### src/rtl/counter_ctrl_if.sv
// Control/status bundle between host logic, counter_ctrl and the counter datapath.
// The prescale field exists only when PRESCALE_EN is defined.
interface counter_ctrl_if #(
    parameter int W = 8
`ifdef PRESCALE_EN
    , parameter int PRESC_W = 4
`endif
);
    logic         start;
    logic         stop;
    logic         load;
    logic [W-1:0] load_val;
    logic [W-1:0] term;
    logic         auto_reload;
    logic [W-1:0] count;
`ifdef PRESCALE_EN
    logic [PRESC_W-1:0] prescale;
`endif
    logic         cnt_en;
    logic         cnt_clr;
    logic         cnt_load;
    logic [W-1:0] cnt_load_val;
    logic         busy;
    logic         done;

    modport master (
        output start, stop, load, load_val, term, auto_reload, count,
`ifdef PRESCALE_EN
        output prescale,
`endif
        input  cnt_en, cnt_clr, cnt_load, cnt_load_val, busy, done
    );

    modport slave (
        input  start, stop, load, load_val, term, auto_reload, count,
`ifdef PRESCALE_EN
        input  prescale,
`endif
        output cnt_en, cnt_clr, cnt_load, cnt_load_val, busy, done
    );
endinterface

### src/rtl/counter_ctrl.sv
// counter_ctrl: sequencing controller for a W-bit up-counter (clear, gate,
// preload, stop at terminal count, single-shot or auto-reload).
// Optional feature macro: PRESCALE_EN adds a PRESC_W-bit RUN-cycle divider
// that gates cnt_en to one cycle in every prescale+1.
module counter_ctrl #(
    parameter int W = 8
`ifdef PRESCALE_EN
    , parameter int PRESC_W = 4
`endif
) (
    input logic           clk,
    input logic           reset,
    counter_ctrl_if.slave bus
);

    typedef enum logic [2:0] {
        IDLE,
        CLR,
        RUN,
        PAUSE,
        DONE
    } state_t;

    state_t       state;
    state_t       state_nx;
    logic         load_q;
    logic [W-1:0] load_val_q;
    logic         at_term;
    logic         tick;

    assign at_term          = (bus.count == bus.term);
    assign bus.cnt_load     = load_q;
    assign bus.cnt_load_val = load_val_q;

    // State register, synchronous active-low reset
    always_ff @(posedge clk) begin
        if (!reset) state <= IDLE;
        else        state <= state_nx;
    end

    // Preload strobe and registered value, accepted only in IDLE or PAUSE
    always_ff @(posedge clk) begin
        if (!reset) begin
            load_q     <= 1'b0;
            load_val_q <= '0;
        end else if (bus.load && (state == IDLE || state == PAUSE)) begin
            load_q     <= 1'b1;
            load_val_q <= bus.load_val;
        end else begin
            load_q     <= 1'b0;
        end
    end

`ifdef PRESCALE_EN
    logic [PRESC_W-1:0] psc;

    // Divider: cleared in CLR, advances in RUN only, holds elsewhere
    always_ff @(posedge clk) begin
        if (!reset)              psc <= '0;
        else if (state == CLR)   psc <= '0;
        else if (state == RUN)   psc <= (psc == bus.prescale) ? '0 : psc + PRESC_W'(1);
    end

    // Tick on phase zero so the first RUN cycle already counts
    assign tick = (psc == '0);
`else
    assign tick = 1'b1;
`endif

    // Next-state and Moore outputs; cnt_en also depends on count/term
    always_comb begin
        state_nx    = state;
        bus.cnt_en  = 1'b0;
        bus.cnt_clr = 1'b0;
        bus.busy    = 1'b0;
        bus.done    = 1'b0;
        case (state)
            IDLE: begin
                if (!bus.stop && bus.start) state_nx = CLR;
            end
            CLR: begin
                bus.cnt_clr = 1'b1;
                bus.busy    = 1'b1;
                state_nx    = RUN;
            end
            RUN: begin
                bus.busy   = 1'b1;
                bus.cnt_en = !at_term && tick;
                if (bus.stop)    state_nx = PAUSE;
                else if (at_term) state_nx = DONE;
            end
            PAUSE: begin
                bus.busy = 1'b1;
                if (bus.stop)       state_nx = IDLE;
                else if (bus.start) state_nx = RUN;
            end
            DONE: begin
                bus.done = 1'b1;
                state_nx = bus.auto_reload ? CLR : IDLE;
            end
            default: state_nx = IDLE;
        endcase
    end

endmodule

### src/flat_wrapper.sv
// flat-port wrapper written by rule: the top's interface ports become plain ports
module counter_ctrl_flat 
#(
    parameter int W = 8

)
  (clk, reset, bus_start, bus_stop, bus_load, bus_load_val, bus_term, bus_auto_reload, bus_count, bus_cnt_en, bus_cnt_clr, bus_cnt_load, bus_cnt_load_val, bus_busy, bus_done);
  counter_ctrl_if #(.W(W)) bus_i ();
  input logic clk;
  input logic reset;
  input wire logic [$bits(bus_i.start)-1:0] bus_start;
  input wire logic [$bits(bus_i.stop)-1:0] bus_stop;
  input wire logic [$bits(bus_i.load)-1:0] bus_load;
  input wire logic [$bits(bus_i.load_val)-1:0] bus_load_val;
  input wire logic [$bits(bus_i.term)-1:0] bus_term;
  input wire logic [$bits(bus_i.auto_reload)-1:0] bus_auto_reload;
  input wire logic [$bits(bus_i.count)-1:0] bus_count;
  output wire logic [$bits(bus_i.cnt_en)-1:0] bus_cnt_en;
  output wire logic [$bits(bus_i.cnt_clr)-1:0] bus_cnt_clr;
  output wire logic [$bits(bus_i.cnt_load)-1:0] bus_cnt_load;
  output wire logic [$bits(bus_i.cnt_load_val)-1:0] bus_cnt_load_val;
  output wire logic [$bits(bus_i.busy)-1:0] bus_busy;
  output wire logic [$bits(bus_i.done)-1:0] bus_done;
  assign bus_i.start = bus_start;
  assign bus_i.stop = bus_stop;
  assign bus_i.load = bus_load;
  assign bus_i.load_val = bus_load_val;
  assign bus_i.term = bus_term;
  assign bus_i.auto_reload = bus_auto_reload;
  assign bus_i.count = bus_count;
  assign bus_cnt_en = bus_i.cnt_en;
  assign bus_cnt_clr = bus_i.cnt_clr;
  assign bus_cnt_load = bus_i.cnt_load;
  assign bus_cnt_load_val = bus_i.cnt_load_val;
  assign bus_busy = bus_i.busy;
  assign bus_done = bus_i.done;
  counter_ctrl #(.W(W)) u_core (.clk(clk), .reset(reset), .bus(bus_i));
endmodule
### config.mk
export PLATFORM = sky130hd
export DESIGN_NAME = counter_ctrl_flat
export DESIGN_NICKNAME = d
export VERILOG_FILES = /design/src/rtl/counter_ctrl_if.sv /design/src/rtl/counter_ctrl.sv /design/src/flat_wrapper.sv
export SDC_FILE = /design/constraint.sdc
export NUM_CORES = 1
export LEC_CHECK = 0
export ABC_AREA = 1
export CORE_UTILIZATION = 36
export DETAILED_ROUTE_END_ITERATION = 10
export GPL_TIMING_DRIVEN = 0
export PLACE_DENSITY = 0.75
export RECOVER_POWER = 25
export SYNTH_ARGS = -nofsm -noshare
export SYNTH_HDL_FRONTEND = slang
export SYNTH_SLANG_ARGS = --single-unit
### constraint.sdc
create_clock -name clk -period 1.53 [get_ports clk]
set_clock_uncertainty 0.15 [all_clocks]
set_input_delay 0.306 -clock clk [delete_from_list [all_inputs] [get_ports clk]]
set_output_delay 0.306 -clock clk [all_outputs]
set_load 0.02 [all_outputs]
; ---- Word-level counts from Yosys, hierarchy flattened
; Index checks and enable logic that the tools add are counted.
[totals]
register_bits = 12
inputBits = 30
out_inout_bits = 13
word_cells = 31
[classes]
eq_ne = 8
muxes = 12
n_reduce_logical = 8
[op_table]
columns = operator, count
row1 = $mux W3, 5
row2 = $pmux W3 S5, 1
row3 = $eq A8 B8 Y1, 1
row4 = $eq A3 B2 Y1 const B, 2
row5 = $mux W1, 6
row6 = $eq A3 B1 Y1 const B, 1
row7 = $eq A3 B3 Y1 const B, 1
row8 = $logic_not A3 Y1, 1
row9 = $ne A3 B2 Y1 const B, 1
row10 = $ne A3 B3 Y1 const B, 1
row11 = $reduce_and A3 Y1, 1
row12 = $reduce_or A3 Y1, 1
row13 = $logic_and A1 B1 Y1, 2
row14 = $logic_not A1 Y1, 2
row15 = $ne A2 B2 Y1 const B, 1
row16 = $logic_or A1 B1 Y1, 1

; ---- Depth between registers and ports, before layout
[depth]
word_depth = 4
depth_mapped = 9
mapped_depth_nobuf = 9

; ---- Worst setup path after synthesis
; No wires, ideal clock.
[synth_timing]
path_kind = flip-flop to flip-flop
start = register u_core.state[0]
end = register u_core.state[1]
setup_ps = 66
arrival_ps = 1190
required_time_ps = 1314
path_slack_ps = 123
path_stages_with_launch = 5
n_path_buf = 0
synth_period_minus_slack_ps = 1407
cell_sequence = dfxtp_1 -> inv_1 -> nor3_1 -> nor2_1 -> a21oi_2
[synth_between]
elab_chain_len = 3
elab_cells_between_ends = 10
cone_classes = eq/ne: 7 / mux: 1 / reduce/logical: 2
[synth_rtl]
columns = element, line
row1 = start: declaration, counter_ctrl.sv:24  ; state_t state;
row2 = start signal: assignment, counter_ctrl.sv:38  ; else state <= state_nx;
row3 = $eq A3 B2 Y1 / $logic_not A3 Y1 (equally long branches), counter_ctrl.sv:77  ; case (state)
row4 = "$ne A3 B2 Y1 (no line), or another cell as far along", -
row5 = $reduce_and A3 Y1 (no line), -
; Parallel ways exist; a longest one is shown, timed or not.
; A chain may end at the register's enable or synchronous reset.

; ---- Worst setup path in the final report
[layout_timing]
start = register u_core.state[2]
end = output bus_cnt_en
[layout_between]
elab_chain_len = 2
[layout_rtl]
columns = element, line
row1 = $eq A3 B2 Y1, counter_ctrl.sv:77
row2 = $mux W1, counter_ctrl.sv:77
row3 = end: declaration, flat_wrapper.sv:18  ; output wire logic [$bits(bus_i.cnt_en)-1:0] bus_cnt_en;
; No other way between the ends.

==> flow_summary_export.csv <==
group,metric,value,unit
run_status,status,"finished with violations",
run_status,violations,"negative setup slack",
clock_tree,cts_hold_buf,0,
logic_synthesis,synth_ff_type,"dfxtp_1",
drt,ant_nets,0,
clock_tree,cts_htree_levels,1,
sta,setup_viol,1,
drt,routed_wl,1.94,mm
logic_synthesis,synth_seq_cells,12,
critical_path,cp_cell_sequence,"inv_6, nand3_4, a21oi_2, buf_6",
sta,hold_viol_final,0,
critical_path,cp.required,1.07,ns
critical_path,worst_setup_path_end_kind,"primary output",
flow_run,maxCapViolCount,0,
drt,first_pass_iters,4,
logic_synthesis,syn_area,702,µm²
pwr,p_leak,0.625,nW
sta,worst_slew_pin_slew,0.356,ns
drt,viasPerCell,4.61,
logic_synthesis,yosysSeqAreaShare,34.2,%
logic_synthesis,yosys-top-cells-area,"dfxtp_1, nand2_1, nor2_1, inv_1, xnor2_1",
drt,wire_per_inst,10.3,µm
layout,drive_gt1_share,24.5,%
layout,nets,195,
sta,rsz0062_at_grt,"yes",
grt,grt_max_degree,11,
clock_tree,clk_path_buf_depth,2,
sta,period_needed,1.54,ns
critical_path,cp-start-kind,"register",
die,die_area,2130,µm²
logic_synthesis,netlist.area_leader.share,34.2,%
critical_path,critPathMaxFanout,6,
critical_path,crit_slowest_cell,"dfxtp_4",
clock_tree,root_buffer,"clkbuf_4",
logic_synthesis,synth_edf_count,0,
clock_tree,clock_latency,0.27,ns
die,fp.dieW,46.2,µm
critical_path,criticalPathCategory,"reg2out",
placed_design,globalplace.congestion,0.779,
critical_path,cp_num_buf_inv,2,
critical_path,slowest_delay,0.38,ns
grt,grt_usage,19.6,%
placed_design,dp_slack,-0.749,ns
pwr,ir_worst_vdd,0.000664,V
logic_synthesis,syn_nets,142,
die,die_h,46.2,µm
grt,antenna_found_initial,0,
logic_synthesis,synthTopCellsByCount,"nand2_1, nor2_1, inv_1, dfxtp_1, o21ai_1",
die,io_pins,43,
sta,layout_setup_ws,-0.00886,ns
critical_path,critPathTopFamily,"flip-flops",
clock_tree,cts_tree,"yes",
die,rows,15,
sta,fin_worst_hold_slack,0.329,ns
die,initial_core_util,39.4,%
grt,overflow,0,
layout,diodes,0,
clock_tree,numCtsBuffers,3,
logic_synthesis,synthDistinctLibCells,18,
logic_synthesis,async_flop_share,0,%
sta,slew_headroom,76.3,%
drt,drc_errors,0,
pwr,power_density,949,nW/µm²
sta,final_max_slew_viol_count,0,
logic_synthesis,synth.most_common_cell,"nand2_1",
layout,syn2layout_area_growth,81.5,%
critical_path,crit_arrival,1.08,ns
logic_synthesis,syn_inst,112,
drt,vias,867,
drt,drt_iter0_drc,17,
placed_design,place_hpwl,1.39,mm
clock_tree,clock_sinks,12,
clock_tree,clk_pin_slew,0.06,ns
logic_synthesis,synth_top_area_cell,"dfxtp_1",
grt,grt_pass1_wl,2.95,mm
sta,period_share,101,%
logic_synthesis,syn_area_per_cell,6.27,µm²
placed_design,port-buffer-count,42,
logic_synthesis,yosysWarnings,0,
pwr,power,0.00121,W
sta,fmax,0.650,GHz
min_path,hold_path_class,"reg2reg",
die,core_area,1780,µm²
grt,grt_pass1_vias,740,
[path summary, 6_finish.rpt]
kind	startpoint	end	slack [ns]	depth (start not counted)
setup reg to reg	u_core.state[1]	u_core.state[2]	0.19	8
setup / recovery	u_core.state[2]	bus_cnt_en	-0.009	4
hold reg to reg	u_core.bus.cnt_load_val[3]	u_core.bus.cnt_load_val[3]	0.33	2
hold / removal	u_core.bus.cnt_load_val[3]	u_core.bus.cnt_load_val[3]	0.33	2
[area by class of cell]
class,count,area [µm²]
plain buffers,1,3.75
clock buffers,3,22.5
fillers,148,509
inverters,16,72.6
multi-input cells,83,454
flip-flops and latches,12,251
well taps,25,31.3
repair buffers,48,438
[cells in the final DEF (no fill, tap or decap)]
cell type         n
clkinv_4          1
nand3_4           2
dfxtp_1           9
nand3_1           2
nor2_4            2
nor3_4            1
inv_1            13
dfxtp_4           3
clkdlybuf4s15_1  12
clkbuf_4          3
inv_4             1
nand2_1          27
xnor2_1           3
buf_4             5
o21ai_0           8
nor2_1           23
buf_2             2
nor2_2            1
o21ai_1           1
inv_6             1
dlygate4sd3_1     1
clkbuf_2          2
dlygate4sd2_1    11
nand2_4           1
a21oi_2           4
clkdlybuf4s50_1  12
nand2_2           5
nor3_2            1
o21ai_2           2
clkbuf_1          1
buf_6             3
[power breakdown]
group / internal [W] / switching (W)
logic: 0.000256 / 0.000344
clock network: 0.0000909 / 0.0000909
registers: 0.000374 / 0.0000523
[worst register-to-register path, cell delays in order (launching register included)]
cell     delay [ns]
dfxtp_4        0.41
nand2_1        0.10
nor2_1         0.10
nand2_1        0.07
nand2_1        0.07
nand2_2        0.08
o21ai_2        0.10
nand2_1        0.09
a21oi_2        0.11
[cell families after synthesis]
| family | count (synthesis) | share of synthesized area [%] |
|---|---|---|
| AND/OR/NAND/NOR | 65 | 39.4 |
| buffers and inverters | 17 | 9.80 |
| XOR/XNOR | 3 | 3.74 |
| AO/OA/AOI/OAI | 15 | 12.8 |
| flip-flops | 12 | 34.2 |
[metal layers]
layer	up-vias	track usage, %	wire (µm)
li1	450	-	-
met1	388	22.6	831
met2	27	34.4	989
met3	2	5.88	99
met4	0	5.88	16
met5	-	0	0
[stage by stage]
stage | setup TNS, ns | utilization (%) | std cells | cell area, µm²
floorplan | 0 | - | 112 | 702
global placement | -2.04 | 64.7 | 179 | 1150
detailed placement | -2.35 | 64.7 | 179 | 1150
CTS | -0.0546 | 68.6 | 190 | 1220
global route | -0.0867 | 71.4 | 188 | 1270
finish | -0.00886 | 71.4 | 188 | 1270
[sequential cells by signal, indices dropped and copies added, names as in the netlist]
| name | flops |
|---|---|
| u_core.state | 3 |
| u_core.bus.cnt_load_val | 8 |
| u_core.bus.cnt_load | 1 |
[repair_timing]
item | in CTS | in global routing
cloned | 0 | 0
setup endpoints to repair | 13 | 7
pin swaps | 9 | 17
resized for setup | 56 | 32
setup buffers | 8 | 0
Power figures use the tool's default switching activity.
